--- src/rtl/connect4_drop_engine_pkg.sv ---
// Shared encodings for the Connect-4 drop engine: FSM states, move status codes
// and player identifiers.
package connect4_pkg;

  typedef enum logic [1:0] {
    S_IDLE   = 2'd0,
    S_PLACE  = 2'd1,
    S_RESP   = 2'd2,
    S_LOCKED = 2'd3
  } state_e;

  typedef enum logic [1:0] {
    ST_OK          = 2'b00,
    ST_BAD_COL     = 2'b01,
    ST_COL_FULL    = 2'b10,
    ST_OUT_OF_TURN = 2'b11
  } status_e;

  localparam logic PLAYER1 = 1'b0;
  localparam logic PLAYER2 = 1'b1;

endpackage

--- src/rtl/connect4_drop_engine_if.sv ---
// Move request/response bus between the game controller (master) and the
// drop engine (slave), including the board state it publishes.
interface connect4_drop_engine_if #(
  parameter int ROWS  = 4,
  parameter int COLS  = 4,
  parameter int COL_W = 3,
  parameter int ROW_W = 2
) ();
  localparam int CELLS = ROWS * COLS;

  logic             new_game;
  logic             move_valid;
  logic             move_ready;
  logic             move_player;
  logic [COL_W-1:0] move_col;
  logic             move_done;
  logic [1:0]       move_status;
  logic [ROW_W-1:0] landed_row;
  logic [CELLS-1:0] board_occ;
  logic [CELLS-1:0] board_owner;
  logic             cur_player;
  logic             board_full;

  modport master (
    output new_game, move_valid, move_player, move_col,
    input  move_ready, move_done, move_status, landed_row,
           board_occ, board_owner, cur_player, board_full
  );

  modport slave (
    input  new_game, move_valid, move_player, move_col,
    output move_ready, move_done, move_status, landed_row,
           board_occ, board_owner, cur_player, board_full
  );
endinterface

--- src/rtl/connect4_drop_engine_col_heights.sv ---
// Per-column fill counters; reports the height and full flag of the selected
// column. Out-of-range columns read as height 0, not full.
module connect4_col_heights #(
  parameter int ROWS  = 4,
  parameter int COLS  = 4,
  parameter int COL_W = 3,
  parameter int ROW_W = 2
) (
  input  logic             clk,
  input  logic             rst,
  input  logic             clear_i,
  input  logic             inc_i,
  input  logic [COL_W-1:0] col_i,
  output logic [ROW_W:0]   height_o,
  output logic             full_o
);
  localparam logic [ROW_W:0] H_ONE = 1;

  logic [ROW_W:0] h_q [COLS];

  always_comb begin
    height_o = '0;
    for (int c = 0; c < COLS; c++)
      if (int'(col_i) == c) height_o = h_q[c];
  end

  assign full_o = (int'(col_i) < COLS) && (int'(height_o) == ROWS);

  // Saturate at ROWS so a stray inc can never wrap a full column.
  always_ff @(posedge clk) begin
    if (rst || clear_i) begin
      for (int c = 0; c < COLS; c++) h_q[c] <= '0;
    end else if (inc_i) begin
      for (int c = 0; c < COLS; c++)
        if (int'(col_i) == c && int'(h_q[c]) < ROWS) h_q[c] <= h_q[c] + H_ONE;
    end
  end
endmodule

--- src/rtl/connect4_drop_engine.sv ---
// Connect-4 board owner: accepts one move per handshake, applies gravity,
// rejects illegal moves and locks once every cell is filled.
module connect4_drop_engine
  import connect4_pkg::*;
#(
  parameter int ROWS  = 4,
  parameter int COLS  = 4,
  parameter int COL_W = 3,
  parameter int ROW_W = 2
) (
  input  logic                   clk,
  input  logic                   rst,
  connect4_drop_engine_if.slave  bus
);
  localparam int CELLS = ROWS * COLS;
  localparam int CNT_W = $clog2(CELLS + 1);
  localparam logic [CNT_W-1:0] CNT_ONE = 1;

  state_e           state_q, state_d;
  logic             player_q, player_d;
  logic [COL_W-1:0] col_q, col_d;
  logic [CELLS-1:0] occ_q, occ_d;
  logic [CELLS-1:0] own_q, own_d;
  logic [CNT_W-1:0] cnt_q, cnt_d;
  logic             cur_q, cur_d;
  logic             done_q, done_d;
  logic             full_q, full_d;
  status_e          status_q, status_d;
  logic [ROW_W-1:0] landed_q, landed_d;

  logic [ROW_W:0]   height;
  logic             col_full;
  logic             inc;

  connect4_col_heights #(
    .ROWS(ROWS), .COLS(COLS), .COL_W(COL_W), .ROW_W(ROW_W)
  ) u_heights (
    .clk      (clk),
    .rst      (rst),
    .clear_i  (bus.new_game),
    .inc_i    (inc),
    .col_i    (col_q),
    .height_o (height),
    .full_o   (col_full)
  );

  always_comb begin
    state_d  = state_q;
    player_d = player_q;
    col_d    = col_q;
    occ_d    = occ_q;
    own_d    = own_q;
    cnt_d    = cnt_q;
    cur_d    = cur_q;
    done_d   = 1'b0;
    full_d   = full_q;
    status_d = status_q;
    landed_d = landed_q;
    inc      = 1'b0;
    unique case (state_q)
      S_IDLE: begin
        if (bus.move_valid) begin
          player_d = bus.move_player;
          col_d    = bus.move_col;
          state_d  = S_PLACE;
        end
      end
      S_PLACE: begin
        done_d  = 1'b1;
        state_d = S_RESP;
        // Check order matters: a bad column wins over a wrong player.
        if (int'(col_q) >= COLS)        status_d = ST_BAD_COL;
        else if (player_q != cur_q)     status_d = ST_OUT_OF_TURN;
        else if (col_full)              status_d = ST_COL_FULL;
        else begin
          for (int i = 0; i < CELLS; i++)
            if (i == int'(height) * COLS + int'(col_q)) begin
              occ_d[i] = 1'b1;
              own_d[i] = player_q;
            end
          landed_d = height[ROW_W-1:0];
          inc      = 1'b1;
          cnt_d    = cnt_q + CNT_ONE;
          cur_d    = ~cur_q;
          status_d = ST_OK;
        end
      end
      S_RESP: begin
        if (int'(cnt_q) == CELLS) begin
          state_d = S_LOCKED;
          full_d  = 1'b1;
        end else begin
          state_d = S_IDLE;
        end
      end
      S_LOCKED: ;
      default: state_d = S_IDLE;
    endcase
  end

  always_ff @(posedge clk) begin
    if (rst || bus.new_game) begin
      state_q  <= S_IDLE;
      player_q <= PLAYER1;
      col_q    <= '0;
      occ_q    <= '0;
      own_q    <= '0;
      cnt_q    <= '0;
      cur_q    <= PLAYER1;
      done_q   <= 1'b0;
      full_q   <= 1'b0;
      status_q <= ST_OK;
      landed_q <= '0;
    end else begin
      state_q  <= state_d;
      player_q <= player_d;
      col_q    <= col_d;
      occ_q    <= occ_d;
      own_q    <= own_d;
      cnt_q    <= cnt_d;
      cur_q    <= cur_d;
      done_q   <= done_d;
      full_q   <= full_d;
      status_q <= status_d;
      landed_q <= landed_d;
    end
  end

  assign bus.move_ready  = (state_q == S_IDLE);
  assign bus.move_done   = done_q;
  assign bus.move_status = status_q;
  assign bus.landed_row  = landed_q;
  assign bus.board_occ   = occ_q;
  assign bus.board_owner = own_q;
  assign bus.cur_player  = cur_q;
  assign bus.board_full  = full_q;
endmodule

--- src/flat_wrapper.sv ---
// flat-port wrapper written by rule: the top's interface ports become plain ports
module connect4_drop_engine_flat import connect4_pkg::*;
#(
  parameter int ROWS  = 4,
  parameter int COLS  = 4,
  parameter int COL_W = 3,
  parameter int ROW_W = 2
)
  (clk, rst, bus_new_game, bus_move_valid, bus_move_player, bus_move_col, bus_move_ready, bus_move_done, bus_move_status, bus_landed_row, bus_board_occ, bus_board_owner, bus_cur_player, bus_board_full);
  connect4_drop_engine_if #(.ROWS(ROWS), .COLS(COLS), .COL_W(COL_W), .ROW_W(ROW_W)) bus_i ();
  input  logic clk;
  input  logic rst;
  input wire logic [$bits(bus_i.new_game)-1:0] bus_new_game;
  input wire logic [$bits(bus_i.move_valid)-1:0] bus_move_valid;
  input wire logic [$bits(bus_i.move_player)-1:0] bus_move_player;
  input wire logic [$bits(bus_i.move_col)-1:0] bus_move_col;
  output wire logic [$bits(bus_i.move_ready)-1:0] bus_move_ready;
  output wire logic [$bits(bus_i.move_done)-1:0] bus_move_done;
  output wire logic [$bits(bus_i.move_status)-1:0] bus_move_status;
  output wire logic [$bits(bus_i.landed_row)-1:0] bus_landed_row;
  output wire logic [$bits(bus_i.board_occ)-1:0] bus_board_occ;
  output wire logic [$bits(bus_i.board_owner)-1:0] bus_board_owner;
  output wire logic [$bits(bus_i.cur_player)-1:0] bus_cur_player;
  output wire logic [$bits(bus_i.board_full)-1:0] bus_board_full;
  assign bus_i.new_game = bus_new_game;
  assign bus_i.move_valid = bus_move_valid;
  assign bus_i.move_player = bus_move_player;
  assign bus_i.move_col = bus_move_col;
  assign bus_move_ready = bus_i.move_ready;
  assign bus_move_done = bus_i.move_done;
  assign bus_move_status = bus_i.move_status;
  assign bus_landed_row = bus_i.landed_row;
  assign bus_board_occ = bus_i.board_occ;
  assign bus_board_owner = bus_i.board_owner;
  assign bus_cur_player = bus_i.cur_player;
  assign bus_board_full = bus_i.board_full;
  connect4_drop_engine #(.ROWS(ROWS), .COLS(COLS), .COL_W(COL_W), .ROW_W(ROW_W)) u_core (.clk(clk), .rst(rst), .bus(bus_i));
endmodule
--- config.mk ---
export PLATFORM = sky130hd
export DESIGN_NAME = connect4_drop_engine_flat
export DESIGN_NICKNAME = d
export VERILOG_FILES = /design/src/rtl/connect4_drop_engine_pkg.sv /design/src/rtl/connect4_drop_engine_if.sv /design/src/rtl/connect4_drop_engine_col_heights.sv /design/src/rtl/connect4_drop_engine.sv /design/src/flat_wrapper.sv
export SDC_FILE = /design/constraint.sdc
export NUM_CORES = 1
export LEC_CHECK = 0
export ABC_AREA = 1
export CORE_AREA = 2 2 91 93
export CTS_CLUSTER_DIAMETER = 30
export CTS_CLUSTER_SIZE = 40
export DETAILED_ROUTE_END_ITERATION = 10
export DIE_AREA = 0 0 93 95
export GPL_TIMING_DRIVEN = 0
export SYNTH_ARGS = -nofsm -noshare
export SYNTH_HDL_FRONTEND = slang
export SYNTH_HIERARCHICAL = 1
export SYNTH_SLANG_ARGS = --single-unit
--- constraint.sdc ---
create_clock -name clk -period 2.9 [get_ports clk]
set_input_delay 0.29 -clock clk [delete_from_list [all_inputs] [get_ports clk]]
set_output_delay 0.29 -clock clk [all_outputs]
set_load 0.005 [all_outputs]
==> metrics.yaml <==
pwr:
  power.density_nw_per_um2: 463.8
  peakVddDrop_v: 0.0002627
  switching_share_pct: 28.34
  switching_power_w: 0.0005044
  clock_power_share_pct: 37.4
  sequentialPowerShare_pct: 51.0
  comb_power_share_pct: 11.7
  power_leakage_nw: 1.472
  intPower_w: 0.001276
placed_design:
  post-dp-hpwl_um: 5075
  gp_congestion: 0.8663
  io_buffers: 47
detailed_routing:
  drc_errors: 0
  vias_per_cell: 4.591
  wl_um: 6750
  wl_per_cell_um: 11.80
  ant_nets: 0
  drt_iter0_drc: 84
  drtPass1Iterations: 4
  vias: 2626
job:
  maxCapViolCount: 0
final_layout:
  diodes: 0
  areaGrowthSynthToFinish_pct: 24.98
  drive_gt1_share_pct: 10.71
  nFillCells: 802
  nets: 483
  mostFrequentLayoutCell: "nand2_1"
  layout_common_cells: "80 x nand2_1, 60 x nor2_1, 53 x inv_1, 50 x dfxtp_1, 47 x clkdlybuf4s50_1"
  final_core_util_pct: 48.41
synth:
  async_flop_share_pct: 0
  synth_nets: 425
  yosysUniqueCellTypes: 31
  synth_area_per_cell_um2: 7.600
  netlist_area_um2: 3070
  synth_edf_count: 12
  yosysSeqAreaShare_pct: 44.34
  ys.warnings.count: 6
  synth_top_area_share_pct: 32.60
  synthTopCellsByArea: "dfxtp_1 33%, edfxtp_1 12%, nand2_1 9.8%"
  synthCells: 404
  synth_flop_cell: "dfxtp_1"
  synth-seq-cells: 62
  synth_top_area_cell: "dfxtp_1"
clocking:
  tritoncts: "yes"
  cts_resized: 0
  clockBufferDepth: 2
  worstSkewPairLatency_ns: 0.36
  ctsHoldBuffers: 0
  ctsRootBufferMaster: "clkbuf_8"
  clkSinkCount: 62
  htreeDepth: 3
  post_cts_buffers: 0
  path_clk_slew_ns: 0.08
  numCtsBuffers: 9
setup_path:
  ff2ff_path_depth: 14
  arrival_ns: 2.71
  reg2reg_from: "u_core/col_q[2]"
  critPathRequiredTime_ns: 3.15
  critPathMaxFanout: 8
  critPathKind: "flip-flop to flip-flop"
  endpoint_kind: "flip-flop"
  startpoint_type: "flip-flop"
  r2r_end: "u_core/bus.board_owner[10]"
  ff2ff_setup_slack_ns: 0.44
sta:
  setup_viol: 0
  maxSlewHeadroom_pct: 61.47
  finalCritPeriodShare_pct: 84.80
  worst_pin_slew_ns: 0.5779
  min_period_ns: 2.459
  rsz0062_at_grt: "no"
  setup-tns-final_ns: 0
  clock_skew_ns: 0.01304
  finalHoldViolCount: 0
  slew_violations: 0
  max_clock_freq_mhz: 406.6
global_route:
  track_usage_pct: 17.13
  grt_pass1_wl_um: 11630
  grt_pass1_vias: 2555
  antenna_found_initial: 0
  overflow: 0
  grt_max_degree: 12
min_path:
  hold_end: "u_core/bus.board_occ[2]"
  hold_depth: 2
  hold_path.class: "flip-flop to flip-flop"
  hp-start: "u_core/bus.board_occ[2]"
floorplanning:
  die_w_um: 93
  std_cell_rows: 33
  dieArea_um2: 8835
  initial_utilization_pct: 38.73
  fp.coreArea_um2: 7928
  fp.dieH_um: 95
  io_pins: 48
outcome:
  status: "finished, final reports clean"
[state kept, by name (all words and copies together), names as in the netlist]
name	flops
u_core/bus.cur_player	1
u_core/bus.board_owner	16
u_core/bus.move_done	1
u_core/bus.board_occ	16
u_core/col_q	3
u_core/cnt_q	5
u_core/state_q	2
u_core/bus.board_full	1
u_core/player_q	1
u_core/u_heights/h_q	12
u_core/bus.landed_row	2
u_core/bus.move_status	2
[cell usage after synthesis (all sizes together) (6+ instances only)]
library cell,number
o21ai,10
inv,62
ha,13
nand2,82
nand4,6
edfxtp,12
nor2,67
nand3,42
a21oi,36
buf,9
dfxtp,50
nor3,6
[power groups by stage]
stage / combinational, W / clock (W) / sequential, W
final: 0.000208 / 0.000665 / 0.000907
after global routing: 0.000237 / 0.000726 / 0.000909
after CTS: 0.000210 / 0.000691 / 0.000907
after detailed placement: 0.000209 / 0 / 0.000927
after global placement: 0.000207 / 0 / 0.000926
after floorplan: 0.000152 / 0 / 0.000923
[through the flow]
step                      total power [W]  cells  worst slack [ns]  cell area, µm²  hold WS, ns
final                            0.001780    572            0.4408            3837       0.4483
after global routing             0.001872    572            0.1388            3837       0.4709
after CTS                        0.001808    572            0.3969            3837       0.4512
after detailed placement         0.001136    556            0.4246            3672       0.4409
after global placement           0.001133    556            0.4624            3672       0.4365
after floorplan                  0.001075    404            0.8213            3070       0.4419
[layer usage]
metal	vias up	global-route usage [%]	wire, µm
met5	-	0	0
met4	0	8.701	108
met3	9	4.310	301
met2	51	27.54	3098
met1	1165	21.39	3243
li1	1401	-	-
[worst max path at each step]
stage               startpoint                         end  slack, ns  cells after the start
6_report       u_core/col_q[2]  u_core/bus.board_owner[10]       0.44                     14
5_1_grt        u_core/col_q[2]  u_core/bus.board_owner[10]       0.14                     14
4_1_cts        u_core/col_q[2]  u_core/bus.board_owner[10]       0.40                     14
3_5_place_dp   u_core/col_q[2]  u_core/bus.board_owner[10]       0.42                     14
3_3_place_gp   u_core/col_q[2]  u_core/bus.board_owner[10]       0.46                     14
2_1_floorplan  u_core/col_q[0]  u_core/u_heights/h_q[0][0]       0.82                     13
[kinds of logic (layout without fill, tap and decap cells)]
| family | after synthesis | in the layout | share of synthesized area, % |
|---|---|---|---|
| flops | 62 | 62 | 44.34 |
| simple gates | 203 | 203 | 30.89 |
| buf+inv | 75 | 138 | 10.64 |
| fa+ha+maj | 13 | 13 | 5.298 |
| xor+xnor | 4 | 4 | 1.141 |
| compound gates | 47 | 47 | 7.701 |
[worst max-delay path, cell delays in order, from the launching register on]
cell and delay [ns]:
dfxtp_1 0.62, nor2_2 0.12, nand3_1 0.10, nand2_1 0.06, nor2_1 0.13, inv_1 0.09
ha_1 0.18, ha_1 0.30, inv_1 0.04, nor2_1 0.19, nand3_1 0.14, nor2_1 0.19
nand2_1 0.08, nand2_1 0.07, nor2_1 0.04
[area by class of cell]
| class | count | area, µm² | share of cell area (%) |
|---|---|---|---|
| Inverter | 63 | 239.0 | 6.228 |
| Tap cell | 105 | 131.4 | 3.424 |
| Timing Repair Buffer | 47 | 470.5 | 12.26 |
| Clock buffer | 11 | 131.4 | 3.424 |
| Buffer | 12 | 87.58 | 2.282 |
| Sequential cell | 62 | 1361 | 35.47 |
| Multi-Input combinational cell | 267 | 1383 | 36.03 |
| Clock inverter | 5 | 33.78 | 0.8803 |
Power figures use the tool's default switching activity.
